===== src/rtl/adder_pkg.sv =====
// Shared types and sizing helpers for the chunked sequential adder.
package adder_pkg;

  typedef enum logic [1:0] {
    IDLE = 2'd0,
    RUN  = 2'd1,
    DONE = 2'd2
  } state_t;

  function automatic int calc_w(input int chunk_w, input int num_chunks);
    return chunk_w * num_chunks;
  endfunction

  // Chunk index needs at least one bit even when there is a single chunk.
  function automatic int idx_width(input int num_chunks);
    return (num_chunks > 1) ? $clog2(num_chunks) : 1;
  endfunction

endpackage


===== src/rtl/chunked_adder_seq_chunk_adder.sv =====
// Combinational CHUNK_W-bit ripple adder with carry-in and carry-out.
module chunk_adder #(
  parameter int CHUNK_W = 4
) (
  input  logic [CHUNK_W-1:0] a_i,
  input  logic [CHUNK_W-1:0] b_i,
  input  logic               cin_i,
  output logic [CHUNK_W-1:0] sum_o,
  output logic               cout_o
);

  always_comb begin
    logic c;
    c     = cin_i;
    sum_o = '0;
    for (int i = 0; i < CHUNK_W; i++) begin
      sum_o[i] = a_i[i] ^ b_i[i] ^ c;
      c        = (a_i[i] & b_i[i]) | (c & (a_i[i] ^ b_i[i]));
    end
    cout_o = c;
  end

endmodule


===== src/rtl/chunked_adder_seq.sv =====
// Multi-cycle wide adder: one CHUNK_W-bit chunk per cycle, LSB chunk first.
// Define CHUNKED_ADDER_OVF_EN to add the registered out_ovf port.
//
// state | meaning
// IDLE  | waiting for operands, in_ready=1
// RUN   | adding chunk idx_q each cycle
// DONE  | result held on out_sum/out_cout until out_ready
module chunked_adder_seq
  import adder_pkg::*;
#(
  parameter  int CHUNK_W    = 4,
  parameter  int NUM_CHUNKS = 4,
  localparam int W          = calc_w(CHUNK_W, NUM_CHUNKS)
) (
  input  logic         clk,
  input  logic         rst,
  input  logic         in_valid,
  output logic         in_ready,
  input  logic [W-1:0] in_a,
  input  logic [W-1:0] in_b,
  input  logic         in_cin,
  output logic         out_valid,
  input  logic         out_ready,
  output logic [W-1:0] out_sum,
  output logic         out_cout
`ifdef CHUNKED_ADDER_OVF_EN
  ,
  output logic         out_ovf
`endif
);

  localparam int IW = idx_width(NUM_CHUNKS);
  localparam logic [IW-1:0] LAST_IDX = IW'(NUM_CHUNKS - 1);

  state_t state_q, state_d;

  logic [W-1:0]  a_q, a_d;
  logic [W-1:0]  b_q, b_d;
  logic          carry_q, carry_d;
  logic [IW-1:0] idx_q, idx_d;
  logic [W-1:0]  sum_q, sum_d;
  logic          cout_q, cout_d;
`ifdef CHUNKED_ADDER_OVF_EN
  logic          ovf_q, ovf_d;
`endif

  logic [CHUNK_W-1:0] a_chunk, b_chunk, chunk_sum;
  logic               chunk_cout;
  logic               last_chunk;

  assign last_chunk = (idx_q == LAST_IDX);

  // State register
  always_ff @(posedge clk) begin
    if (rst) state_q <= IDLE;
    else     state_q <= state_d;
  end

  // Next-state logic
  always_comb begin
    state_d = state_q;
    case (state_q)
      IDLE:    if (in_valid)   state_d = RUN;
      RUN:     if (last_chunk) state_d = DONE;
      DONE:    if (out_ready)  state_d = IDLE;
      default:                 state_d = IDLE;
    endcase
  end

  // Output logic
  always_comb begin
    in_ready  = (state_q == IDLE);
    out_valid = (state_q == DONE);
  end

  // Chunk operand mux
  always_comb begin
    a_chunk = '0;
    b_chunk = '0;
    for (int i = 0; i < NUM_CHUNKS; i++) begin
      if (idx_q == IW'(i)) begin
        a_chunk = a_q[i*CHUNK_W +: CHUNK_W];
        b_chunk = b_q[i*CHUNK_W +: CHUNK_W];
      end
    end
  end

  chunk_adder #(
    .CHUNK_W (CHUNK_W)
  ) u_chunk_adder (
    .a_i    (a_chunk),
    .b_i    (b_chunk),
    .cin_i  (carry_q),
    .sum_o  (chunk_sum),
    .cout_o (chunk_cout)
  );

  // Datapath next-state
  always_comb begin
    a_d     = a_q;
    b_d     = b_q;
    carry_d = carry_q;
    idx_d   = idx_q;
    sum_d   = sum_q;
    cout_d  = cout_q;
`ifdef CHUNKED_ADDER_OVF_EN
    ovf_d   = ovf_q;
`endif
    case (state_q)
      IDLE: begin
        if (in_valid) begin
          a_d     = in_a;
          b_d     = in_b;
          carry_d = in_cin;
          idx_d   = '0;
        end
      end
      RUN: begin
        for (int i = 0; i < NUM_CHUNKS; i++) begin
          if (idx_q == IW'(i)) sum_d[i*CHUNK_W +: CHUNK_W] = chunk_sum;
        end
        carry_d = chunk_cout;
        if (last_chunk) begin
          idx_d  = '0;
          cout_d = chunk_cout;
`ifdef CHUNKED_ADDER_OVF_EN
          // Same-sign operands whose sum sign differs overflow.
          ovf_d  = (a_q[W-1] == b_q[W-1]) && (chunk_sum[CHUNK_W-1] != a_q[W-1]);
`endif
        end else begin
          idx_d = idx_q + IW'(1);
        end
      end
      default: ;
    endcase
  end

  always_ff @(posedge clk) begin
    if (rst) begin
      a_q     <= '0;
      b_q     <= '0;
      carry_q <= 1'b0;
      idx_q   <= '0;
      sum_q   <= '0;
      cout_q  <= 1'b0;
`ifdef CHUNKED_ADDER_OVF_EN
      ovf_q   <= 1'b0;
`endif
    end else begin
      a_q     <= a_d;
      b_q     <= b_d;
      carry_q <= carry_d;
      idx_q   <= idx_d;
      sum_q   <= sum_d;
      cout_q  <= cout_d;
`ifdef CHUNKED_ADDER_OVF_EN
      ovf_q   <= ovf_d;
`endif
    end
  end

  assign out_sum  = sum_q;
  assign out_cout = cout_q;
`ifdef CHUNKED_ADDER_OVF_EN
  assign out_ovf  = ovf_q;
`endif

endmodule


===== config.mk =====
export PLATFORM = sky130hd
export DESIGN_NAME = chunked_adder_seq
export DESIGN_NICKNAME = d
export VERILOG_FILES = /design/src/rtl/adder_pkg.sv /design/src/rtl/chunked_adder_seq_chunk_adder.sv /design/src/rtl/chunked_adder_seq.sv
export SDC_FILE = /design/constraint.sdc
export NUM_CORES = 1
export LEC_CHECK = 0
export ABC_AREA = 1
export BUFFER_PORTS_ARGS = -buffer_cell sky130_fd_sc_hd__buf_2
export CORE_MARGIN = 1
export CORE_UTILIZATION = 45
export CTS_BUF_LIST = sky130_fd_sc_hd__clkbuf_4
export DETAILED_ROUTE_END_ITERATION = 16
export GPL_TIMING_DRIVEN = 0
export PLACE_DENSITY = 0.69
export SYNTH_ARGS = -nofsm -noshare
export SYNTH_HDL_FRONTEND = slang
export SYNTH_SLANG_ARGS = --single-unit

===== constraint.sdc =====
create_clock -name clk -period 4 [get_ports clk]
set_clock_uncertainty 0.05 [all_clocks]
set_input_delay 0.4 -clock clk [delete_from_list [all_inputs] [get_ports clk]]
set_output_delay 0.4 -clock clk [all_outputs]
set_load 0.01 [all_outputs]

==> out/results.tsv, run 1 <==
metric	value	unit
final_util	0.5488	
power_density	375.2	nW/µm²
final_max_slew_viol_count	0	
min_period	3.379	ns
syn_avg_cell_area	7.292	µm²
drt-wirelength-per-cell	12.12	µm
holdWs	0.1954	ns
die_h	74.57	µm
grt_pass1_wl	8.901	mm
fin_setup_tns	0	ns
coreArea	5075	µm²
drive_gt1_frac	0.2067	
gp_congestion	0.8407	
min_path_type	input pin to flop	
worst_slew_pin_slew	0.4722	ns
dr.pass1.iters	4	
overflow	0	
synth_top_area_cell	dfxtp_1	
drc	0	
yosys.area_share.xor_xnor	0	
first_global_vias	1938	
std_cell_rows	26	
routed_wl	5.540	mm
final-hold-violation-count	0	
port_buffers	55	
post_cts_buffers	0	
ir_drop	0.1852	mV
insertion_delay	0.39	ns
p_leak	1.362	nW
synth_cell_types	23	
cts_tree	yes	
crit_type	flop to flop	
ant_nets	0	
critPathCaptureType	flop	
die_w	74.57	µm
drt_iter0_markers	142	
synth_area_leaders	dfxtp_1 46%, nor2_1 17%, o21ai_0 11%, nand2_1 6.3%, a21oi_1 3.4%	
layout_setup_ws	0.6213	ns
synth_edf_count	0	
setup_viol	0	
max_stage_delay	0.61	ns
cp_max_fo	10	
n_antenna_cell	0	
worst-path-buf-inv	4	
antenna_found_initial	0	
vias	2198	
cts_buffer_depth	2	
grt_start_max_net_pins	17	
viasPerCell	4.810	
synth-warning-count	0	
clkSlewWorstSetupHoldPaths	0.16	ns
rsz0062_at_grt	false	
synthTopCellsByCount	109 x nor2_1, 54 x dfxtp_1, 50 x o21ai_0	
synth_cells	325	
path_cells	inv_1 > ha_1 > buf_4 > inv_1 > nor2_1 > nor2_1 > a21boi_0 > fa_1 > inv_1 > fa_1 > fa_1 > fa_1 > nor2_1 > nor2_1	
dp_hpwl	4.099	mm
cts.sinks	54	
ys_ff_latch	54	
synth_mux_area_frac	0	
synth_top_family_by_area	simple AND/OR/NAND/NOR gates	
track_usage	0.2155	
cap_violations	0	
yosys.area_share.simple	0.2635	
ys_dominant_reg_cell	dfxtp_1	
relSlewSlack	0.6819	
yosysMostFrequentCell	nor2_1	
critPathTopFamily	adder cells	
syn_area	2370	µm²
io_pins	56	
fmax	296.0	MHz
dieArea	5561	µm²
synthesis.nets	370	
ctsHoldBuffers	0	
arrival	3.67	ns
async_flop_share	0	
initial_utilization	0.4670	
critPathLaunchType	flop	
cts_htree_levels	2	
min_period_over_period	0.8447	
p_total	1.045	mW
worstPathRequired	4.30	ns
slowest_stage	fa_1	
dp_slack	0.6436	ns
post_cts_resized	0	
status	finished, final reports clean	
area_growth	17.53	%
cts_made_buffers	5	
final_net_count	432	
synthAdderAreaFrac	0.05491	
synth_compound_area_frac	0.1595	
synth_seq_area_share	0.4562	
synth_top_area_frac	0.4562	
cts-root-buf	clkbuf_4	
[cell families after synthesis]
kind of cell,count (synthesis)
simple gates,158
compound gates,73
flops,54
buf+inv,32
fa+ha+maj,8
[final cells by class]
type / count / area, µm²
plain buffers: 14 / 88.84
repair buffers: 55 / 275.3
flip-flops and latches: 54 / 1081
well taps: 70 / 87.58
fillers: 549 / 2290
inverters: 18 / 67.56
clock inverters: 2 / 15.01
multi-input cells: 239 / 1132
clock buffers: 5 / 37.54
[final timing paths]
kind / from / to / slack (ns) / cells past startpoint
max: idx_q[0]$_SDFFE_PP0P_ / out_sum[3]$_SDFFE_PP0P_ / 0.62 / 14
min reg2reg: out_cout$_SDFFE_PP0P_ / out_cout$_SDFFE_PP0P_ / 0.42 / 2
min: in_a[4] / a_q[4]$_SDFFE_PP0P_ / 0.20 / 3
max reg2reg: idx_q[0]$_SDFFE_PP0P_ / out_sum[3]$_SDFFE_PP0P_ / 0.62 / 14
[report_power, final]
part           switching, mW  internal, mW  total [mW]
combinational          0.128        0.0810       0.209
sequential            0.0203         0.575       0.596
clock                  0.175        0.0652       0.240
total                  0.323         0.722        1.05
[per-layer routing]
layer | GRT usage | vias to the layer above | share of wire
met4 | 0.06709 | 0 | 0.014
met3 | 0.04472 | 5 | 0.052
met1 | 0.2820 | 992 | 0.47
met5 | 0 | - | 0
li1 | - | 1154 | -
met2 | 0.3564 | 47 | 0.46
[sequential cells by signal, summed over array words and instances, names as in the netlist]
| register | cells |
|---|---|
| idx_q | 2 |
| b_q | 16 |
| a_q | 16 |
| out_cout | 1 |
| out_sum | 16 |
| state_q | 2 |
| carry_q | 1 |
[per-stage QoR]
stage                     cell area, µm²  std cells
after floorplan                     2370        325
after global placement              2733        450
after detailed placement            2733        450
after CTS                           2785        457
after global routing                2785        457
final                               2785        457
[cell usage in the layout (no fill, tap or decap)]
| cell | synthesis | final |
|---|---|---|
| inv_1 | 15 | 15 |
| a21boi_0 | 1 | 1 |
| ha_1 | 4 | 4 |
| a21o_1 | 3 | 3 |
| clkbuf_2 | 4 | 4 |
| clkinvlp_4 | 0 | 2 |
| nand2_1 | 40 | 40 |
| fa_1 | 4 | 4 |
| clkinv_1 | 1 | 1 |
| clkbuf_1 | 2 | 2 |
| o21ai_1 | 2 | 2 |
| nor2_4 | 2 | 2 |
| buf_4 | 1 | 1 |
| buf_6 | 3 | 3 |
| o211ai_1 | 1 | 1 |
| or2_2 | 1 | 1 |
| clkbuf_4 | 0 | 5 |
| buf_2 | 4 | 59 |
| o21ai_0 | 50 | 50 |
| nand3_1 | 5 | 5 |
| nor2_1 | 109 | 109 |
| a21oi_1 | 16 | 16 |
| nand2_4 | 1 | 1 |
| inv_2 | 2 | 2 |
| dfxtp_1 | 54 | 54 |
[tightest hold or removal path, delay by kind of cell]
family,cells,cell delay [ns]
compound gates,1,0.07
buf+inv,1,0.07
simple gates,1,0.07
Note: power is estimated with default switching activity, not from simulation.
==> run 2, diff against run 1 <==
--- a/config.mk
+++ b/config.mk
@@ -5,7 +5,7 @@
 export SDC_FILE = /design/constraint.sdc
 export NUM_CORES = 1
 export LEC_CHECK = 0
-export ABC_AREA = 1
+export ABC_AREA = 0
 export BUFFER_PORTS_ARGS = -buffer_cell sky130_fd_sc_hd__buf_2
 export CORE_MARGIN = 1
 export CORE_UTILIZATION = 45
==> constraint.sdc (replaced) <==
create_clock -name clk -period 3.25 [get_ports clk]
set_clock_uncertainty 0.05 [all_clocks]
set_input_delay 0.325 -clock clk [delete_from_list [all_inputs] [get_ports clk]]
set_output_delay 0.325 -clock clk [all_outputs]
set_load 0.01 [all_outputs]
==> out/results.tsv, run 2 <==
metric	value	unit
worstHoldEndpoint	a_q[6]$_SDFFE_PP0P_	
most-common-layout-cells	54 x buf_2, 52 x dfxtp_1, 36 x nor2_1	
whs_path_depth	3	
dp_hpwl	3.909	mm
drive_gt1_frac	0.3406	
p_sw_frac	0.2825	
ys_ff_latch	54	
ir_drop	0.2516	mV
insertion_delay	0.38	ns
cts_tree	yes	
vias	2045	
final-hold-violation-count	0	
cap_violations	0	
rrSetupSlack	0.08	ns
final_net_count	368	
status	finished, final reports clean	
first_global_vias	1962	
coreArea	5172	µm²
p_total	1.259	mW
cts_made_buffers	5	
yosysMostFrequentCell	dfxtp_1	
power_density	413.8	nW/µm²
synthTopCellsByCount	54 x dfxtp_1, 36 x nor2_1, 32 x mux2i_1	
final_max_slew_viol_count	0	
synth_area_leaders	dfxtp_1 44%, mux2i_1 13%, nor2_1 5.5%, a21oi_1 3.9%, fa_1 3.3%	
routed_wl	5.493	mm
power_frac_seq	0.568	
synth_top_area_frac	0.4440	
final_util	0.5883	
io_pins	56	
relSlewSlack	0.6597	
cts_buffer_depth	2	
n_antenna_cell	0	
min_period_over_period	0.9761	
min_path_type	input pin to flop	
initial_utilization	0.4707	
min_period	3.172	ns
clkSlewWorstSetupHoldPaths	0.14	ns
cts-root-buf	clkbuf_4	
setup_viol	0	
drt-wirelength-per-cell	13.98	µm
grt_pass1_wl	9.094	mm
dieArea	5709	µm²
layout.filler_cells	486	
layout_commonest_cell	buf_2	
r2r_end	out_sum[15]$_SDFFE_PP0P_	
numPlacedInstances	376	
critPathCaptureType	flop	
std_cell_rows	26	
power.internal	0.9036	mW
worstPathRequired	3.51	ns
syn_area	2435	µm²
rsz0062_at_grt	true	
die_w	75.56	µm
r2r-start	idx_q[1]$_SDFFE_PP0P_	
cts_htree_levels	2	
gp_congestion	0.8029	
track_usage	0.2167	
synthesis.nets	297	
arrival	3.44	ns
grt_start_max_net_pins	16	
synth-warning-count	0	
ant_nets	0	
synth_edf_count	0	
synth_top_area_cell	dfxtp_1	
ys_dominant_reg_cell	dfxtp_1	
synth_cell_types	29	
max_stage_delay	0.61	ns
ff2ff_path_depth	12	
area_growth	24.97	%
cp_max_fo	6	
worst_slew_pin_slew	0.5105	ns
cts.sinks	54	
dr.pass1.iters	4	
drt_iter0_markers	151	
async_flop_share	0	
clkPwrFrac	0.223	
crit_path_frequent_cell	fa_2	
crit_type	flop to flop	
p_leak	1.287	nW
synth_seq_area_share	0.4440	
path_cells	inv_2 > ha_4 > nor2b_4 > a221o_1 > a22oi_2 > fa_2 > inv_1 > fa_2 > fa_2 > fa_2 > nand3_1 > a21oi_1	
p_switching	0.3557	mW
hp-start	in_a[6]	
viasPerCell	5.204	
fmax	315.2	MHz
die_h	75.56	µm
power_frac_comb	0.209	
overflow	0	
slowest_stage	fa_2	
instances_no_fill	393	
synth_cells	252	
syn_avg_cell_area	9.662	µm²
critPathLaunchType	flop	
antenna_found_initial	0	
port_buffers	54	
drc	0	
-- run 2: worst max-delay path by stage --
stage	startpoint	end	slack (ns)	cells past startpoint
after detailed placement	idx_q[0]$_SDFFE_PP0P_	out_sum[15]$_SDFFE_PP0P_	-0.37	13
after global routing	idx_q[0]$_SDFFE_PP0P_	out_sum[7]$_SDFFE_PP0P_	-0.01	12
after global placement	idx_q[0]$_SDFFE_PP0P_	out_sum[15]$_SDFFE_PP0P_	-0.35	13
final	idx_q[1]$_SDFFE_PP0P_	out_sum[15]$_SDFFE_PP0P_	0.08	12
after floorplan	idx_q[0]$_SDFFE_PP0P_	out_sum[15]$_SDFFE_PP0P_	0.04	13
after CTS	idx_q[1]$_SDFFE_PP0P_	out_sum[3]$_SDFFE_PP0P_	0.005	12
-- run 2: timing repair --
| item | 4_1_cts | 5_1_grt |
|---|---|---|
| setup endpoints to repair | 10 | 5 |
| resized for setup | 26 | 9 |
| buffers inserted | 9 | 3 |
| hold buffers | 0 | 0 |
| pin swaps | 4 | 4 |
| cloned | 0 | 0 |
-- run 2: cell families after synthesis --
logic type                 synth area share
adders and majority gates           0.05345
muxes                                0.1316
AOI/OAI and AO/OA                    0.1341
buffers and inverters               0.07913
DFF                                  0.4440
and+or+nand+nor                      0.1578
-- run 2: through the flow --
stage / setup TNS [ns] / instance area [µm²] / hold slack (ns) / worst slack (ns)
after floorplan: 0 / 2437 / 0.4102 / 0.04059
after global placement: -1.732 / 2795 / 0.3912 / -0.3459
after detailed placement: -1.891 / 2795 / 0.3951 / -0.3665
after CTS: 0 / 2994 / 0.1078 / 0.005102
after global routing: -0.01719 / 3043 / 0.09893 / -0.01008
final: 0 / 3043 / 0.1190 / 0.07756
-- run 2: layout make-up --
class,instances,area (µm²),share of cell area
buffer,19,177.7,0.05839
clock buffer,5,37.54,0.01234
clock inverter,2,10.01,0.003289
inverter,8,30.03,0.009868
multi-input combinational,169,1246,0.4095
sequential,54,1086,0.3569
tap,70,87.58,0.02878
timing repair buffer,66,367.9,0.1209
-- run 2: power by group through the flow --
stage / sequential, mW / clock, mW / combinational, mW
after floorplan: 0.727 / 0 / 0.158
after global placement: 0.728 / 0 / 0.226
after detailed placement: 0.730 / 0 / 0.230
after CTS: 0.716 / 0.290 / 0.251
after global routing: 0.719 / 0.318 / 0.288
final: 0.715 / 0.280 / 0.264
-- run 2: worst max-delay path: cells and delay by family (launching register included) --
kind / cells / cell delay (ns)
flip-flops: 1 / 0.38
buffers and inverters: 2 / 0.12
adder cells (fa/ha/maj): 5 / 1.68
AO/OA/AOI/OAI: 3 / 0.63
AND/OR/NAND/NOR: 2 / 0.23
-- run 2: routing by layer --
layer / up-vias / routed length [µm] / part of all wire / track usage
li1: 1015 / - / - / -
met1: 957 / 2458 / 0.45 / 0.2688
met2: 60 / 2628 / 0.48 / 0.3641
met3: 13 / 275 / 0.050 / 0.04365
met4: 0 / 131 / 0.024 / 0.09877
met5: - / 0 / 0 / 0
